[config.mk]
export PLATFORM = sky130hd
export DESIGN_NAME = ps2_keycode_flat
export DESIGN_NICKNAME = d
export VERILOG_FILES = /design/src/rtl/ps2_keycode_pkg.sv /design/src/rtl/ps2_keycode_if.sv /design/src/rtl/ps2_keycode_rx_frame.sv /design/src/rtl/ps2_keycode.sv /design/src/flat_wrapper.sv
export SDC_FILE = /design/constraint.sdc
export NUM_CORES = 1
export LEC_CHECK = 0
export ABC_AREA = 1
export ABC_CLOCK_PERIOD_IN_PS = 4600
export BUFFER_PORTS_ARGS = -buffer_cell sky130_fd_sc_hd__buf_2
export CORE_UTILIZATION = 31
export CTS_CLUSTER_DIAMETER = 80
export DETAILED_ROUTE_END_ITERATION = 8
export PLACE_DENSITY = 0.56
export SYNTH_ARGS = -nofsm -noshare
export SYNTH_HDL_FRONTEND = slang
export SYNTH_HIERARCHICAL = 1
export SYNTH_SLANG_ARGS = --single-unit
[constraint.sdc]
create_clock -name Clk -period 4.6 [get_ports Clk]
set_input_delay 0.69 -clock Clk [delete_from_list [all_inputs] [get_ports Clk]]
set_output_delay 0.69 -clock Clk [all_outputs]
set_load 0.03 [all_outputs]
[src/rtl/ps2_keycode_pkg.sv]
// Shared constants for the PS/2 keycode receiver: set-2 scan codes, HID codes,
// key indices and the decode state type, plus the set-2 -> key lookup helpers.
package ps2_pkg;

    // Set-2 prefix bytes
    localparam logic [7:0] PS2_EXT   = 8'hE0;
    localparam logic [7:0] PS2_BRK   = 8'hF0;

    // Set-2 codes of the tracked keys (Up/Down only count after an E0 prefix)
    localparam logic [7:0] PS2_W     = 8'h1D;
    localparam logic [7:0] PS2_S     = 8'h1B;
    localparam logic [7:0] PS2_UP    = 8'h75;
    localparam logic [7:0] PS2_DOWN  = 8'h72;
    localparam logic [7:0] PS2_SPACE = 8'h29;
    localparam logic [7:0] PS2_ENTER = 8'h5A;

    // HID usage codes presented on the keycode output
    localparam logic [7:0] HID_NONE  = 8'h00;
    localparam logic [7:0] HID_W     = 8'h1A;
    localparam logic [7:0] HID_S     = 8'h16;
    localparam logic [7:0] HID_UP    = 8'h52;
    localparam logic [7:0] HID_DOWN  = 8'h51;
    localparam logic [7:0] HID_SPACE = 8'h2C;
    localparam logic [7:0] HID_ENTER = 8'h28;

    // Key indices; a lower index wins when the current key is released
    localparam logic [2:0] KEY_W     = 3'd0;
    localparam logic [2:0] KEY_S     = 3'd1;
    localparam logic [2:0] KEY_UP    = 3'd2;
    localparam logic [2:0] KEY_DOWN  = 3'd3;
    localparam logic [2:0] KEY_SPACE = 3'd4;
    localparam logic [2:0] KEY_ENTER = 3'd5;
    localparam logic [2:0] KEY_NONE  = 3'd7;

    // Decode state: which prefixes have been seen for the byte in flight
    typedef enum logic [1:0] {
        IDLE    = 2'd0,
        EXT     = 2'd1,
        BRK     = 2'd2,
        EXT_BRK = 2'd3
    } ps2_dec_e;

    // Map a resolved set-2 code (with its E0 flag) to a key index
    function automatic logic [2:0] key_index(input logic [7:0] code, input logic ext);
        logic [2:0] idx;
        idx = KEY_NONE;
        if (ext) begin
            case (code)
                PS2_UP:   idx = KEY_UP;
                PS2_DOWN: idx = KEY_DOWN;
                default:  idx = KEY_NONE;
            endcase
        end else begin
            case (code)
                PS2_W:     idx = KEY_W;
                PS2_S:     idx = KEY_S;
                PS2_SPACE: idx = KEY_SPACE;
                PS2_ENTER: idx = KEY_ENTER;
                default:   idx = KEY_NONE;
            endcase
        end
        return idx;
    endfunction

    // Map a key index to its HID code; KEY_NONE (and unused 6) give 0x00
    function automatic logic [7:0] key_hid(input logic [2:0] idx);
        logic [7:0] hid;
        case (idx)
            KEY_W:     hid = HID_W;
            KEY_S:     hid = HID_S;
            KEY_UP:    hid = HID_UP;
            KEY_DOWN:  hid = HID_DOWN;
            KEY_SPACE: hid = HID_SPACE;
            KEY_ENTER: hid = HID_ENTER;
            default:   hid = HID_NONE;
        endcase
        return hid;
    endfunction

endpackage

[src/rtl/ps2_keycode_if.sv]
// Keycode bus between the PS/2 receiver (master) and its consumers such as
// the paddle and game-control logic (slave).
interface ps2_keycode_if;
    logic [7:0] keycode;
    logic       key_event;
    logic       frame_err;

    modport master (
        output keycode,
        output key_event,
        output frame_err
    );

    modport slave (
        input keycode,
        input key_event,
        input frame_err
    );
endinterface

[src/rtl/ps2_keycode_rx_frame.sv]
// PS/2 frame receiver: synchronises the raw PS/2 lines, detects falling clock
// edges, shifts in 11-bit frames, checks start/parity/stop and discards a
// partial frame when the keyboard clock goes quiet for WATCHDOG_CYCLES.
module ps2_rx_frame
    import ps2_pkg::*;
#(
    parameter int WATCHDOG_CYCLES = 50000
) (
    input  logic       Clk,
    input  logic       Reset_n,
    input  logic       ps2_clk,
    input  logic       ps2_data,
    output logic [7:0] byte_data,
    output logic       byte_valid,
    output logic       frame_err
);

    localparam int              WD_W   = $clog2(WATCHDOG_CYCLES + 1);
    localparam logic [WD_W-1:0] WD_MAX = WD_W'(WATCHDOG_CYCLES - 1);
    localparam logic [WD_W-1:0] WD_ONE = WD_W'(1);

    logic            clk_s1;
    logic            clk_s2;
    logic            clk_d;
    logic            data_s1;
    logic            data_s2;
    logic            edge_q;
    logic            data_q;
    logic [3:0]      bit_cnt;
    logic [7:0]      shift_q;
    logic            parity_q;
    logic [WD_W-1:0] wd_cnt;

    // Two-flop synchronisers plus registered falling-edge strobe and its data bit
    always_ff @(posedge Clk or negedge Reset_n) begin
        if (!Reset_n) begin
            clk_s1  <= 1'b1;
            clk_s2  <= 1'b1;
            clk_d   <= 1'b1;
            data_s1 <= 1'b1;
            data_s2 <= 1'b1;
            edge_q  <= 1'b0;
            data_q  <= 1'b1;
        end else begin
            clk_s1  <= ps2_clk;
            clk_s2  <= clk_s1;
            clk_d   <= clk_s2;
            data_s1 <= ps2_data;
            data_s2 <= data_s1;
            edge_q  <= clk_d & ~clk_s2;
            data_q  <= data_s2;
        end
    end

    // Bit counter, shift register, frame checks and the idle-clock watchdog
    always_ff @(posedge Clk or negedge Reset_n) begin
        if (!Reset_n) begin
            bit_cnt    <= 4'd0;
            shift_q    <= 8'h00;
            parity_q   <= 1'b0;
            wd_cnt     <= '0;
            byte_data  <= 8'h00;
            byte_valid <= 1'b0;
            frame_err  <= 1'b0;
        end else begin
            byte_valid <= 1'b0;
            frame_err  <= 1'b0;
            if (edge_q) begin
                wd_cnt <= '0;
                if (bit_cnt == 4'd0) begin
                    if (!data_q) begin
                        bit_cnt <= 4'd1;
                    end else begin
                        frame_err <= 1'b1;
                    end
                end else if (bit_cnt <= 4'd8) begin
                    shift_q <= {data_q, shift_q[7:1]};
                    bit_cnt <= bit_cnt + 4'd1;
                end else if (bit_cnt == 4'd9) begin
                    parity_q <= data_q;
                    bit_cnt  <= 4'd10;
                end else begin
                    bit_cnt <= 4'd0;
                    if (data_q && (^{shift_q, parity_q})) begin
                        byte_data  <= shift_q;
                        byte_valid <= 1'b1;
                    end else begin
                        frame_err <= 1'b1;
                    end
                end
            end else if (bit_cnt != 4'd0) begin
                if (wd_cnt == WD_MAX) begin
                    bit_cnt   <= 4'd0;
                    wd_cnt    <= '0;
                    frame_err <= 1'b1;
                end else begin
                    wd_cnt <= wd_cnt + WD_ONE;
                end
            end else begin
                wd_cnt <= '0;
            end
        end
    end

endmodule

[src/rtl/ps2_keycode.sv]
// PS/2 keyboard to HID keycode: decodes set-2 make/break/extended sequences,
// tracks which of the six game keys are held and presents the most recently
// pressed held key as a stable keycode level.
module ps2_keycode
    import ps2_pkg::*;
#(
    parameter int WATCHDOG_CYCLES = 50000
) (
    input  logic          Clk,
    input  logic          Reset_n,
    input  logic          ps2_clk,
    input  logic          ps2_data,
    ps2_keycode_if.master kc
);

    logic [7:0] rx_byte;
    logic       rx_valid;
    logic       rx_err;

    ps2_dec_e   dec_state;
    ps2_dec_e   state_nx;
    logic [5:0] held;
    logic [5:0] held_nx;
    logic [2:0] current;
    logic [2:0] current_nx;
    logic       key_event_q;

    logic       do_make;
    logic       do_brk;
    logic       use_ext;
    logic [2:0] key;

    ps2_rx_frame #(
        .WATCHDOG_CYCLES(WATCHDOG_CYCLES)
    ) u_rx (
        .Clk        (Clk),
        .Reset_n    (Reset_n),
        .ps2_clk    (ps2_clk),
        .ps2_data   (ps2_data),
        .byte_data  (rx_byte),
        .byte_valid (rx_valid),
        .frame_err  (rx_err)
    );

    // Resolve each received byte through the prefix FSM and update held keys
    always_comb begin
        state_nx   = dec_state;
        held_nx    = held;
        current_nx = current;
        do_make    = 1'b0;
        do_brk     = 1'b0;
        use_ext    = 1'b0;
        if (rx_valid) begin
            case (dec_state)
                IDLE: begin
                    if (rx_byte == PS2_EXT) begin
                        state_nx = EXT;
                    end else if (rx_byte == PS2_BRK) begin
                        state_nx = BRK;
                    end else begin
                        do_make  = 1'b1;
                        state_nx = IDLE;
                    end
                end
                EXT: begin
                    if (rx_byte == PS2_BRK) begin
                        state_nx = EXT_BRK;
                    end else begin
                        do_make  = 1'b1;
                        use_ext  = 1'b1;
                        state_nx = IDLE;
                    end
                end
                BRK: begin
                    do_brk   = 1'b1;
                    state_nx = IDLE;
                end
                EXT_BRK: begin
                    do_brk   = 1'b1;
                    use_ext  = 1'b1;
                    state_nx = IDLE;
                end
                default: begin
                    state_nx = IDLE;
                end
            endcase
        end

        key = key_index(rx_byte, use_ext);
        if (key != KEY_NONE) begin
            if (do_make) begin
                held_nx[key] = 1'b1;
                current_nx   = key;
            end else if (do_brk && held[key]) begin
                held_nx[key] = 1'b0;
                if (current == key) begin
                    current_nx = KEY_NONE;
                    for (int i = 5; i >= 0; i--) begin
                        if (held_nx[3'(i)]) begin
                            current_nx = 3'(i);
                        end
                    end
                end
            end
        end
    end

    // Decode state, held mask, current key and the keycode-change pulse
    always_ff @(posedge Clk or negedge Reset_n) begin
        if (!Reset_n) begin
            dec_state   <= IDLE;
            held        <= 6'b000000;
            current     <= KEY_NONE;
            key_event_q <= 1'b0;
        end else begin
            dec_state   <= state_nx;
            held        <= held_nx;
            current     <= current_nx;
            key_event_q <= (key_hid(current_nx) != key_hid(current));
        end
    end

    assign kc.keycode   = key_hid(current);
    assign kc.key_event = key_event_q;
    assign kc.frame_err = rx_err;

endmodule

[src/flat_wrapper.sv]
// flat-port wrapper written by rule: the top's interface ports become plain ports
module ps2_keycode_flat import ps2_pkg::*;
#(
    parameter int WATCHDOG_CYCLES = 50000
)
  (Clk, Reset_n, ps2_clk, ps2_data, kc_keycode, kc_key_event, kc_frame_err);
  ps2_keycode_if kc_i ();
  input  logic Clk;
  input  logic Reset_n;
  input  logic ps2_clk;
  input  logic ps2_data;
  output wire logic [$bits(kc_i.keycode)-1:0] kc_keycode;
  output wire logic [$bits(kc_i.key_event)-1:0] kc_key_event;
  output wire logic [$bits(kc_i.frame_err)-1:0] kc_frame_err;
  assign kc_keycode = kc_i.keycode;
  assign kc_key_event = kc_i.key_event;
  assign kc_frame_err = kc_i.frame_err;
  ps2_keycode #(.WATCHDOG_CYCLES(WATCHDOG_CYCLES)) u_core (.Clk(Clk), .Reset_n(Reset_n), .ps2_clk(ps2_clk), .ps2_data(ps2_data), .kc(kc_i));
endmodule
==> flow_metrics.env <==
export IMPL_status="finished, final reports clean"
export IMPL_ys_flop_type="dfrtp_1"
export IMPL_synthMuxAreaShare_pct=0
export IMPL_rows=39
export IMPL_numPortBuffers=12
export IMPL_core_um2=11500
export IMPL_cts_clk_slew_worst_paths_ns=0.05
export IMPL_async_reset_ff_share_pct=100
export IMPL_dpl_cell_area_um2=3890
export IMPL_dp_cells=629
export IMPL_cts_hold_buf=0
export IMPL_netlist_instances=478
export IMPL_final_cell_area_um2=4220
export IMPL_synth_xor_area_share_pct=2.11
export IMPL_ios=14
export IMPL_wirelength_um=7080
export IMPL_grt_pass1_vias=2819
export IMPL_ys_ff_latch=58
export IMPL_drc=0
export IMPL_post_cts_buffers=0
export IMPL_setup_viol=0
export IMPL_clkLatencyLatePin_ns=0.32
export IMPL_path_max_fanout=9
export IMPL_cts_sinks=58
export IMPL_rr_worst_depth=18
export IMPL_startpoint_type="flop"
export IMPL_gr_usage_met1_pct=17.2
export IMPL_synth_compound_area_share_pct=5.86
export IMPL_numCtsBuffers=9
export IMPL_hold_viol_final=0
export IMPL_yosysMostFrequentCell="nand2_1"
export IMPL_place_gp_congestion=0.844
export IMPL_r2r_start="u_core/u_rx/byte_data[1]"
export IMPL_endpoint="kc_keycode[2]"
export IMPL_hold_slack_ns=0.354
export IMPL_drt_wirelength_per_cell_um=11.0
export IMPL_hpwlAfterDp_um=5230
export IMPL_vias_per_cell=4.54
export IMPL_post_synth_instance_area_um2=3670
export IMPL_diodes=0
export IMPL_use_met3_pct=3.17
export IMPL_drt_first_pass_iters=4
export IMPL_max_cap_viol_count=0
export IMPL_cp_required_ns=3.91
export IMPL_yosysWarnings=6
export IMPL_final_cells=645
export IMPL_synth_nets=486
export IMPL_ys_top_cells_by_area="dfrtp_1 33%, nand2_1 13%, dfstp_2 6.4%"
export IMPL_nets=505
export IMPL_synth_top_family_by_area="simple AND/OR/NAND/NOR gates"
export IMPL_drive_gt1_share_pct=21.7
export IMPL_synth_edf_count=0
export IMPL_max_freq_mhz=426
export IMPL_top_usage_layer="met2"
export IMPL_vias=2931
export IMPL_area_growth_syn_to_layout_pct=14.9
export IMPL_cts_resized=0
export IMPL_rsz0062_at_grt="false"
export IMPL_die_area_um2=12300
export IMPL_maxSlewHeadroom_pct=50.1
export IMPL_r2r_slack_ns=2.26
export IMPL_synth_common_cells="132 x nand2_1, 55 x inv_1, 49 x dfrtp_1"
export IMPL_seq_area_frac_synth_pct=39.8
export IMPL_crit_start="u_core/current[2]"
export IMPL_first_iter_violations=123
export IMPL_grt_total_usage_pct=12.8
export IMPL_fin_crit_ns=2.35
export IMPL_vdd_ir_drop_max_mv=0.317
export IMPL_die_w_um=111
export IMPL_initial_utilization_pct=32.0
export IMPL_ant_nets=0
export IMPL_grt_max_degree=59
export IMPL_end_kind="output port"
export IMPL_crit_arrival_ns=1.66
export IMPL_synth_top_area_share_pct=33.4
export IMPL_fin_worst_skew_ns=0.00417
export IMPL_die_y_um=111
export IMPL_synth_avg_cell_area_um2=7.69
export IMPL_timing_rr_end="u_core/kc.key_event"
export IMPL_tns_ns=0
export IMPL_worst_slew_pin_slew_ns=0.748
export IMPL_hold_class="flop to flop"
export IMPL_final_max_slew_viol_count=0
export IMPL_h_tree_depth=3
export IMPL_cts_root_buf="clkbuf_16"
export IMPL_cts_tree="built"
export IMPL_grt_pass1_wl_um=12900
export IMPL_timing_worst_setup_path_type="flop to output port"
export IMPL_power_density_nw_per_um2=403
export IMPL_clockBufferDepth=2
export IMPL_synth_adder_area_share_pct=1.36
export IMPL_cellLeakagePower_nw=2.09
export IMPL_finalCritPeriodShare_pct=51.0
export IMPL_n_fill_cell=1183
export IMPL_post_synth_top_area_cell="dfrtp_1"
export IMPL_synth_distinct_cells=41
export IMPL_antenna_found_initial=0
export IMPL_grtUsageMet2_pct=19.9
export IMPL_yosys_area_share_simple_pct=42.9
export IMPL_gr_total_overflow=0
==> power by group <==
part           leakage [nW]  internal (W)  total, W  switching (W)
sequential            0.768      0.000549  0.000594      0.0000451
clock                 0.163      0.000503  0.000732       0.000229
combinational          1.16      0.000135  0.000376       0.000241
total                  2.09       0.00119   0.00170       0.000515
==> layout make-up <==
cell class,instances,area [µm²],share of cell area (%)
Multi-Input combinational cell,346,1920,45.6
Sequential cell,58,1460,34.6
Inverter,69,259,6.14
Clock buffer,12,256,6.08
Tap cell,143,179,4.24
Clock inverter,4,73.8,1.75
Timing Repair Buffer,13,67.6,1.60
==> cells in the final DEF (no fill, tap or decap), types with 2 or more instances in the layout <==
cell type,netlist,routed
a21oi_1,11,11
a21oi_2,2,2
buf_2,2,12
bufinv_16,0,2
clkbuf_16,0,9
clkbuf_8,0,2
dfrtp_1,49,49
dfstp_2,9,9
ha_1,4,4
inv_1,55,55
inv_2,13,13
nand2_1,132,132
nand2_2,19,19
nand2_4,7,7
nand3_1,34,34
nand3_2,6,6
nand3_4,7,7
nand4_1,10,10
nor2_1,47,47
nor2_2,5,5
nor2_4,5,5
nor3_1,9,9
nor3_4,2,2
nor3b_1,2,2
nor4_1,3,3
o211ai_1,2,2
o21ai_0,13,13
o21ai_1,7,7
o31ai_1,2,2
xnor2_1,4,4
xor2_1,3,3
==> through the flow <==
step                      utilization, %  setup WS, ns  total power, W
final                               36.8          2.25         0.00170
after detailed placement            33.9          2.23        0.000983
after floorplan                        -          2.46        0.000917
after global placement              33.9          2.31        0.000975
after CTS                           36.8          2.22         0.00173
after global routing                36.8          1.96         0.00181
==> kinds of logic (layout without fill, tap and decap cells) <==
family | count (synthesis) | count (layout)
other cells | 1 | 1
compound gates | 39 | 39
buf+inv | 74 | 98
simple gates | 294 | 294
flops | 58 | 58
fa+ha+maj | 4 | 4
xor+xnor | 8 | 8
==> critical path, cell delays in order, from the launching register on <==
cell     delay (ns)
dfstp_2        0.62
inv_1          0.16
nor3_1         0.16
nor2_1         0.07
inv_1          0.11
buf_2          0.21
==> routing by layer <==
metal | share of wire [%] | up-vias
li1 | - | 1557
met1 | 50 | 1324
met2 | 45 | 40
met3 | 3.5 | 10
met4 | 1.7 | 0
met5 | 0 | -
==> how the worst min path moves through the flow <==
stage                                to  slack (ns)           startpoint  cells after the start
global route        u_core/u_rx/data_s2        0.36  u_core/u_rx/data_s1                      0
floorplan            u_core/u_rx/clk_s2        0.35   u_core/u_rx/clk_s1                      0
finish               u_core/u_rx/data_q        0.35  u_core/u_rx/data_s2                      0
global placement     u_core/u_rx/data_q        0.35  u_core/u_rx/data_s2                      0
CTS                  u_core/u_rx/data_q        0.36  u_core/u_rx/data_s2                      0
detailed placement   u_core/u_rx/data_q        0.35  u_core/u_rx/data_s2                      0
(Power assumes the default switching activity.)
